File: src/rtl/ic_trace_arbiter.sv
// ============================================================================
// Module   : ic_trace_arbiter
// Function : Round-robin arbiter that timestamps debug records and frames them
//            onto a shared byte-wide valid/ready trace channel.
// Revision : 1.0
// ============================================================================
`default_nettype none

module ic_trace_arbiter #(
    parameter int NUM_REQ = 4,
    parameter int DATA_W  = 32
) (
    input  logic                       clk,
    input  logic                       rst_n,
    input  logic [NUM_REQ-1:0]         req_valid,
    output logic [NUM_REQ-1:0]         req_ready,
    input  logic [NUM_REQ*DATA_W-1:0]  req_data,
    input  logic [NUM_REQ*2-1:0]       req_fmt,
    output logic                       out_valid,
    input  logic                       out_ready,
    output logic [7:0]                 out_byte,
    output logic                       out_last,
    output logic                       busy,
    output logic [15:0]                rec_count
);

    localparam int              ID_W        = $clog2(NUM_REQ);
    localparam int              NBYTES      = DATA_W / 8;
    localparam logic [2:0]      c_LAST_BYTE = 3'(NBYTES - 1);
    localparam logic [ID_W:0]   c_NUM       = (ID_W + 1)'(NUM_REQ);

    localparam logic [2:0] c_IDLE  = 3'd0;
    localparam logic [2:0] c_HDR   = 3'd1;
    localparam logic [2:0] c_TS_HI = 3'd2;
    localparam logic [2:0] c_TS_LO = 3'd3;
    localparam logic [2:0] c_DATA  = 3'd4;

    logic [2:0]        r_state;
    logic [ID_W-1:0]   r_rr_ptr;
    logic [15:0]       r_ts;
    logic [15:0]       r_ts_cap;
    logic [15:0]       r_rec_count;
    logic [DATA_W-1:0] r_data;
    logic [2:0]        r_cnt;
    logic              r_out_valid;
    logic [7:0]        r_out_byte;
    logic              r_out_last;

    logic [ID_W:0]     w_idx;
    logic [ID_W-1:0]   w_grant;
    logic              w_found;
    logic [DATA_W-1:0] w_gdata;
    logic [1:0]        w_gfmt;
    logic [ID_W-1:0]   w_next_rr;
    logic              w_accept;
    logic              w_hs;

    // Search downward so the candidate closest to r_rr_ptr is the last to win.
    always_comb begin
        w_found = 1'b0;
        w_grant = '0;
        w_idx   = '0;
        for (int k = NUM_REQ - 1; k >= 0; k--) begin
            w_idx = {1'b0, r_rr_ptr} + (ID_W + 1)'(k);
            if (w_idx >= c_NUM) begin
                w_idx = w_idx - c_NUM;
            end
            if (req_valid[w_idx[ID_W-1:0]]) begin
                w_found = 1'b1;
                w_grant = w_idx[ID_W-1:0];
            end
        end
    end

    always_comb begin
        w_gdata = '0;
        w_gfmt  = '0;
        for (int i = 0; i < NUM_REQ; i++) begin
            if (w_grant == ID_W'(i)) begin
                w_gdata = req_data[i*DATA_W +: DATA_W];
                w_gfmt  = req_fmt[i*2 +: 2];
            end
        end
    end

    always_comb begin
        req_ready = '0;
        if (r_state == c_IDLE && w_found) begin
            req_ready[w_grant] = 1'b1;
        end
    end

    assign w_accept  = (r_state == c_IDLE) && w_found;
    assign w_hs      = r_out_valid & out_ready;
    assign w_next_rr = (w_grant == ID_W'(NUM_REQ - 1)) ? '0 : w_grant + 1'b1;

    always_ff @(posedge clk) begin
        if (!rst_n) begin
            r_state     <= c_IDLE;
            r_rr_ptr    <= '0;
            r_ts        <= '0;
            r_ts_cap    <= '0;
            r_rec_count <= '0;
            r_data      <= '0;
            r_cnt       <= '0;
            r_out_valid <= 1'b0;
            r_out_byte  <= '0;
            r_out_last  <= 1'b0;
        end else begin
            r_ts <= r_ts + 16'd1;
            case (r_state)
                c_IDLE: begin
                    if (w_accept) begin
                        r_ts_cap    <= r_ts;
                        r_data      <= w_gdata;
                        r_rr_ptr    <= w_next_rr;
                        r_state     <= c_HDR;
                        r_out_valid <= 1'b1;
                        r_out_byte  <= {w_gfmt, 4'(w_grant), 2'b10};
                        r_out_last  <= 1'b0;
                    end
                end
                c_HDR: begin
                    if (w_hs) begin
                        r_state    <= c_TS_HI;
                        r_out_byte <= r_ts_cap[15:8];
                    end
                end
                c_TS_HI: begin
                    if (w_hs) begin
                        r_state    <= c_TS_LO;
                        r_out_byte <= r_ts_cap[7:0];
                    end
                end
                c_TS_LO: begin
                    if (w_hs) begin
                        r_state    <= c_DATA;
                        r_out_byte <= r_data[DATA_W-1 -: 8];
                        r_data     <= r_data << 8;
                        r_cnt      <= '0;
                        r_out_last <= (c_LAST_BYTE == 3'd0);
                    end
                end
                c_DATA: begin
                    if (w_hs) begin
                        if (r_cnt == c_LAST_BYTE) begin
                            r_state     <= c_IDLE;
                            r_out_valid <= 1'b0;
                            r_out_last  <= 1'b0;
                            r_out_byte  <= '0;
                            r_rec_count <= r_rec_count + 16'd1;
                        end else begin
                            r_out_byte <= r_data[DATA_W-1 -: 8];
                            r_data     <= r_data << 8;
                            r_cnt      <= r_cnt + 3'd1;
                            r_out_last <= (r_cnt + 3'd1 == c_LAST_BYTE);
                        end
                    end
                end
                default: begin
                    r_state     <= c_IDLE;
                    r_out_valid <= 1'b0;
                    r_out_last  <= 1'b0;
                end
            endcase
        end
    end

    assign out_valid = r_out_valid;
    assign out_byte  = r_out_byte;
    assign out_last  = r_out_last;
    assign busy      = (r_state != c_IDLE);
    assign rec_count = r_rec_count;

endmodule

`default_nettype wire

File: config.mk
export PLATFORM = sky130hd
export DESIGN_NAME = ic_trace_arbiter
export DESIGN_NICKNAME = d
export VERILOG_FILES = /design/src/rtl/ic_trace_arbiter.sv
export SDC_FILE = /design/constraint.sdc
export NUM_CORES = 1
export LEC_CHECK = 0
export CAP_MARGIN = 5
export CORE_UTILIZATION = 48
export CTS_CLUSTER_SIZE = 8
export DETAILED_ROUTE_END_ITERATION = 8
export HOLD_SLACK_MARGIN = 0.12
export PLACE_DENSITY = 0.79
export SLEW_MARGIN = 25
export SYNTH_ARGS = -nofsm -noshare
export SYNTH_HDL_FRONTEND = slang
export SYNTH_SLANG_ARGS = --single-unit
File: constraint.sdc
create_clock -name clk -period 2.9 [get_ports clk]
set_input_delay 0.58 -clock clk [delete_from_list [all_inputs] [get_ports clk]]
set_output_delay 0.58 -clock clk [all_outputs]
set_load 0.02 [all_outputs]
# Word level (Yosys, flattened, before mapping)
# Index checks and enable logic that the tools add are counted.
[totals] reg_bits=98 output_inout_bits=31
[op_classes] addsub=11 n_lt_le_gt_ge=10 eq_ne=16 mux=64 n_bitwise=3 n_reduce_logical=18
[op_table] op="$mux 32" n=8
[op_table] op="$pmux 32 s3" n=1
[op_table] op="$mux 8" n=6
[op_table] op="$pmux 8 s5" n=1
[op_table] op="$add 16x1->16 const B" n=2
[op_table] op="$mux 3" n=9
[op_table] op="$mux 2" n=13
[op_table] op="$mux 1" n=16
[op_table] op="$lt 2x3->1 const B" n=5
[op_table] op="$pmux 3 s5" n=1
[op_table] op="$ne 2x2->1 const B" n=7
[op_table] op="$eq 3x2->1 const B" n=4
[op_table] op="$reduce_and 4->1" n=3
[op_table] op="$reduce_and 6->1" n=2
[op_table] op="$ge 3x3->1 const B" n=3
[op_table] op="$bmux 1 s2" n=4
[op_table] op="$sub 2x1->2 const B" n=4
[op_table] op="$add 2x2->3 const B" n=2
[op_table] op="$pmux 3 s2" n=1
[op_table] op="$reduce_bool 3->1" n=2
[op_table] op="$reduce_and 5->1" n=1
[op_table] op="$reduce_bool 5->1" n=1
[op_table] op="$eq 2x2->1 const B" n=2
[op_table] op="$mux 4" n=1
[op_table] op="21 further kinds" n=23

# Longest topological paths before layout
# Gate-level depths: netlist of the first run.
[logic_depth] depth_word=16 ltp_mapped=12 depth_no_buf=9

# Worst setup path after synthesis of the first run
# OpenSTA, ideal clock, no wires.
[synth_path] kind="input port to output port" startpoint="input req_valid[0]" endpoint="output req_ready[2]" arrival_time_ns=2.180 t_required_ns=2.320 path_slack_ns=0.140 path_stages=9 path_buffers=3 path_cell_list="a21oi_1 o21a_1 o22ai_1 inv_1 ha_1 clkbuf_1 clkbuf_1 clkbuf_1 and3_1"
[synth_between] elab_chain_cells=11
[synth_rtl] item="from (decl)" line_no="15" text="input logic [NUM_REQ-1:0] req_valid,"
[synth_rtl] item="$bmux 1 s2" line_no="68" text="if (req_valid[w_idx[ID_W-1:0]]) begin"
[synth_rtl] item="$mux 1 (not written as such)" line_no="68"
[synth_rtl] item="$mux 2 (4 in series)" line_no="68"
[synth_rtl] item="$lt 2x3->1 (not written as such) or $ge 2x1->1 (tied branches)" line_no="89" text="req_ready[w_grant] = 1'b1;"
[synth_rtl] item="$logic_and 1x1->1 (not written as such)" line_no="89"
[synth_rtl] item="$mux 1 (not written as such)" line_no="89"
[synth_rtl] item="$demux 1 s2" line_no="89"
[synth_rtl] item="$mux 4 (*)" line_no="88" text="if (r_state == c_IDLE && w_found) begin"
[synth_rtl] item="to (decl)" line_no="16" text="output logic [NUM_REQ-1:0] req_ready,"
# Every way passes the cells marked *; elsewhere a longest branch is shown, timed or not. The select of a mux whose other input is x is not followed.

# Worst setup path after layout of the first run
[layout_path] startpoint="input req_valid[0]" endpoint="output req_ready[3]"
# The elaborated chain is that of the path after synthesis.

==> results of run 1 <==
[area by class of cell]
type / count / area, um^2
Inverter: 68 / 255
Multi-Input combinational cell: 509 / 3260
Fill cell: 904 / 3350
Tap cell: 143 / 179
Sequential cell: 98 / 1960
Clock buffer: 10 / 229
Clock inverter: 6 / 90.1
Timing Repair Buffer: 222 / 2140
[cell families (layout without fill, tap and decap cells)]
family	count (synthesis)	count (layout)
XOR/XNOR	18	18
multiplexers	17	17
adder cells (fa/ha/maj)	9	9
flip-flops	98	98
AO/OA/AOI/OAI	214	214
AND/OR/NAND/NOR	251	251
buffers and inverters	128	306
[critical path: stages]
cell and delay [ps]:
dlygate4sd2_1 300, a21oi_1 100, o21a_1 200, o22ai_2 250, inv_1 140, ha_2 210, and3_1 140, dlygate4sd2_1 320
[routing by layer]
layer  vias up  share of wire [%]  GRT usage [%]
met3        32                6.0           6.15
met1      2882                 42           34.9
met5         -                  0              0
li1       3000                  -              -
met4         0                2.4           8.80
met2       200                 49           50.6
[flip-flops by register name, indices dropped and copies added, names as in the netlist]
signal / cells
r_data: 32
r_ts: 16
r_ts_cap: 16
rec_count: 16
out_byte: 8
r_cnt: 3
r_state: 3
r_rr_ptr: 2
out_last: 1
out_valid: 1
[path summary, 6_finish.rpt]
check	from	end	cells past startpoint
worst min register to register	r_ts_cap[12]	r_ts_cap[12]	2
worst max register to register	r_rr_ptr[1]	r_data[31]	11
worst max-delay path	req_valid[0]	req_ready[3]	8
worst min-delay path	r_ts_cap[12]	r_ts_cap[12]	2
[synthesized netlist by cell type (4+ instances only)]
library cell / count / area share (%)
and3_1: 8 / 0.88
a22oi_1: 7 / 0.93
nor3_1: 11 / 0.97
a21oi_1: 68 / 6.0
ha_1: 9 / 2.0
mux2i_1: 17 / 3.0
clkbuf_1: 55 / 3.6
a211oi_1: 25 / 3.3
nor2b_1: 6 / 0.66
nand3_1: 18 / 1.6
nand3b_1: 34 / 4.5
a221oi_1: 32 / 5.0
xor2_1: 6 / 0.93
nand2b_1: 7 / 0.77
inv_1: 67 / 4.4
and2_1: 12 / 1.3
xnor2_1: 12 / 1.9
a2bb2oi_1: 5 / 0.77
o32ai_1: 24 / 3.7
nor2_1: 63 / 4.2
dfxtp_1: 98 / 35
or3_1: 10 / 1.1
o21ai_0: 24 / 2.1
nand2_1: 61 / 4.0
nand4_1: 6 / 0.66
buf_1: 4 / 0.27
[stage by stage]
step                      TNS (ps)  hold slack (ps)  worst slack, ps
after floorplan                  0              432              140
after global placement      -12470              444             -436
after detailed placement    -15250              448             -495
after CTS                        0              459             18.3
after global routing             0              479            0.599
final                            0              457             67.9
[where the power goes]
| group | switching [W] | internal [W] | total (W) |
|---|---|---|---|
| sequential | 0.0000926 | 0.00145 | 0.00154 |
| clock | 0.000498 | 0.000759 | 0.00126 |
| combinational | 0.000611 | 0.000632 | 0.00124 |
| total | 0.00120 | 0.00284 | 0.00404 |
[timing repair]
action                                  in CTS  in global routing
hold endpoints to repair                     0                  0
pin swaps                                    1                  1
endpoints found under the setup margin      33                 21
resized for setup                           14                  8
setup buffers                                0                  1
==> results by group, run 1 <==
Logic synthesis
  – XOR/XNOR share of the synthesized area: roughly 2.8%
  – Register area share after synthesis: approximately 35%
  – Yosys cell types: 55
  – Yosys reg bits: 98
  – Mux cell area share after synthesis: 3.01%
  – Post-Syn Area: 0.00566 mm^2
  – Synth Area in Adders: between 1.5 and 2%
  – Simple logic cell fraction of the synthesized area: 22.9%
  – Main combinational cell family by area after synthesis: compound AO/OA/AOI/OAI gates
  – Async SR Flop Fraction: 0%
  – Syn nets: 887
  – Main synth FF type: dfxtp_1
  – Post-synth EDFFs: 0
  – Post-synthesis compound-gate area fraction: a little over a quarter
  – Synth Instances: 735
  – Syn avg cell area: 7.70 um^2
  – Synthesis Warnings: 0

Cells and area
  – Ant diodes: 0
  – Ratio of cells with drive above 1 in the final layout: slightly below 9%
  – Commonest non-fill, non-tap cells in the layout: 165 x clkdlybuf4s50_1, 97 x dfxtp_1, 67 x inv_1, 67 x a21oi_1, 62 x nor2_1
  – Most common cell after layout, fill and taps aside: clkdlybuf4s50_1
  – Finished layout cell area: 0.00812 mm^2
  – Utilization of the core after routing: 70.8%
  – Final non-filler cell total: 1,056
  – Area growth, synth to finish: 43.4%
  – Final nets: 1,060

STA
  – Final hold viol count: 0
  – Max frequency: 353 MHz
  – RSZ-0062 raised after global routing: false
  – Final setup vio count: 0
  – Clock skew: 6.88 ps
  – Max-slew violation count: 0
  – Fin crit share: 97.7%
  – Clock period minus worst slack: 2830 ps
  – Max-slew headroom: 62.5%
  – Slew @ Worst Pin: approximately 560 ps

Setup path
  – Element type at the critical path start: input port
  – CP Capture Type: output port
  – WP data arrival: about 2300 ps
  – Critical path peak fanout: 6
  – Crit Path Class: in2out
  – Required @ worst endpoint: 2320 ps
  – Slack of the worst reg-to-reg path: 300 ps

Power
  – Design Power: between 0.004 and 0.005 W
  – LEAKAGE: 3.07 nW
  – Pwr dens: 498 mW/mm^2
  – Worst vdd ir: 0.449 mV

Route
  – Final wirelength: 18,100 um
  – Vias: 6,114
  – DR WL/cell: approximately 17 um
  – DRT antenna net count: 0
  – Drt pass-1 iters: 5
  – Vias/cell: between 5 and 6
  – DR iter-0 viols: roughly 540
  – DRC: 0

Clock tree
  – Clock tree sinks: 98
  – Clk root buf: clkbuf_16
  – CTS tree: yes
  – CTS Buf Count: 9
  – Clk_lat worst skew: 340 ps
  – Clock transition at path regs: about 70 ps
  – Clock tree buffer depth: 2
  – CTS Hold Buffers Added: 0
  – H-tree depth: 3

Floorplanning
  – Die X-Extent: 111 um
  – IO Count: 174
  – Row Count: 39
  – Die Y: 111 um
  – Die footprint: 0.0122 mm^2
  – Initial Util: 49.4%
  – Core area: 0.0115 mm^2

GRT
  – Gr ovfl total: 0
  – GRT Overall Usage: 28.8%
  – Vias in the first global route: 6,025
  – Largest net degree at the start of global routing: 55
  – Initial antenna violation count: 0
  – Global-route wire length before repair: 29,100 um

Hold path
  – Hold WC Path Type: reg2reg

Placement
  – Placed cell count: a little over 1,000
  – HPWL reported at the end of detailed placement: 13,600 um
  – Post-DP Area: just under 0.008 mm^2
  – Routability cong.: 0.863
  – Port buffer count: 173

Run
  – Maxcap violations: 0

Outcome
  – Run status: finished clean
Note: power is estimated with default switching activity, not from simulation.
==> inputs of run 2 (changes only) <==
--- a/config.mk
+++ b/config.mk
@@ -5,7 +5,6 @@
 export SDC_FILE = /design/constraint.sdc
 export NUM_CORES = 1
 export LEC_CHECK = 0
-export CAP_MARGIN = 5
 export CORE_UTILIZATION = 48
 export CTS_CLUSTER_SIZE = 8
 export DETAILED_ROUTE_END_ITERATION = 8
==> results of run 2 <==
Same layout as run 1: the final DEF is identical, and so are final timing and power.
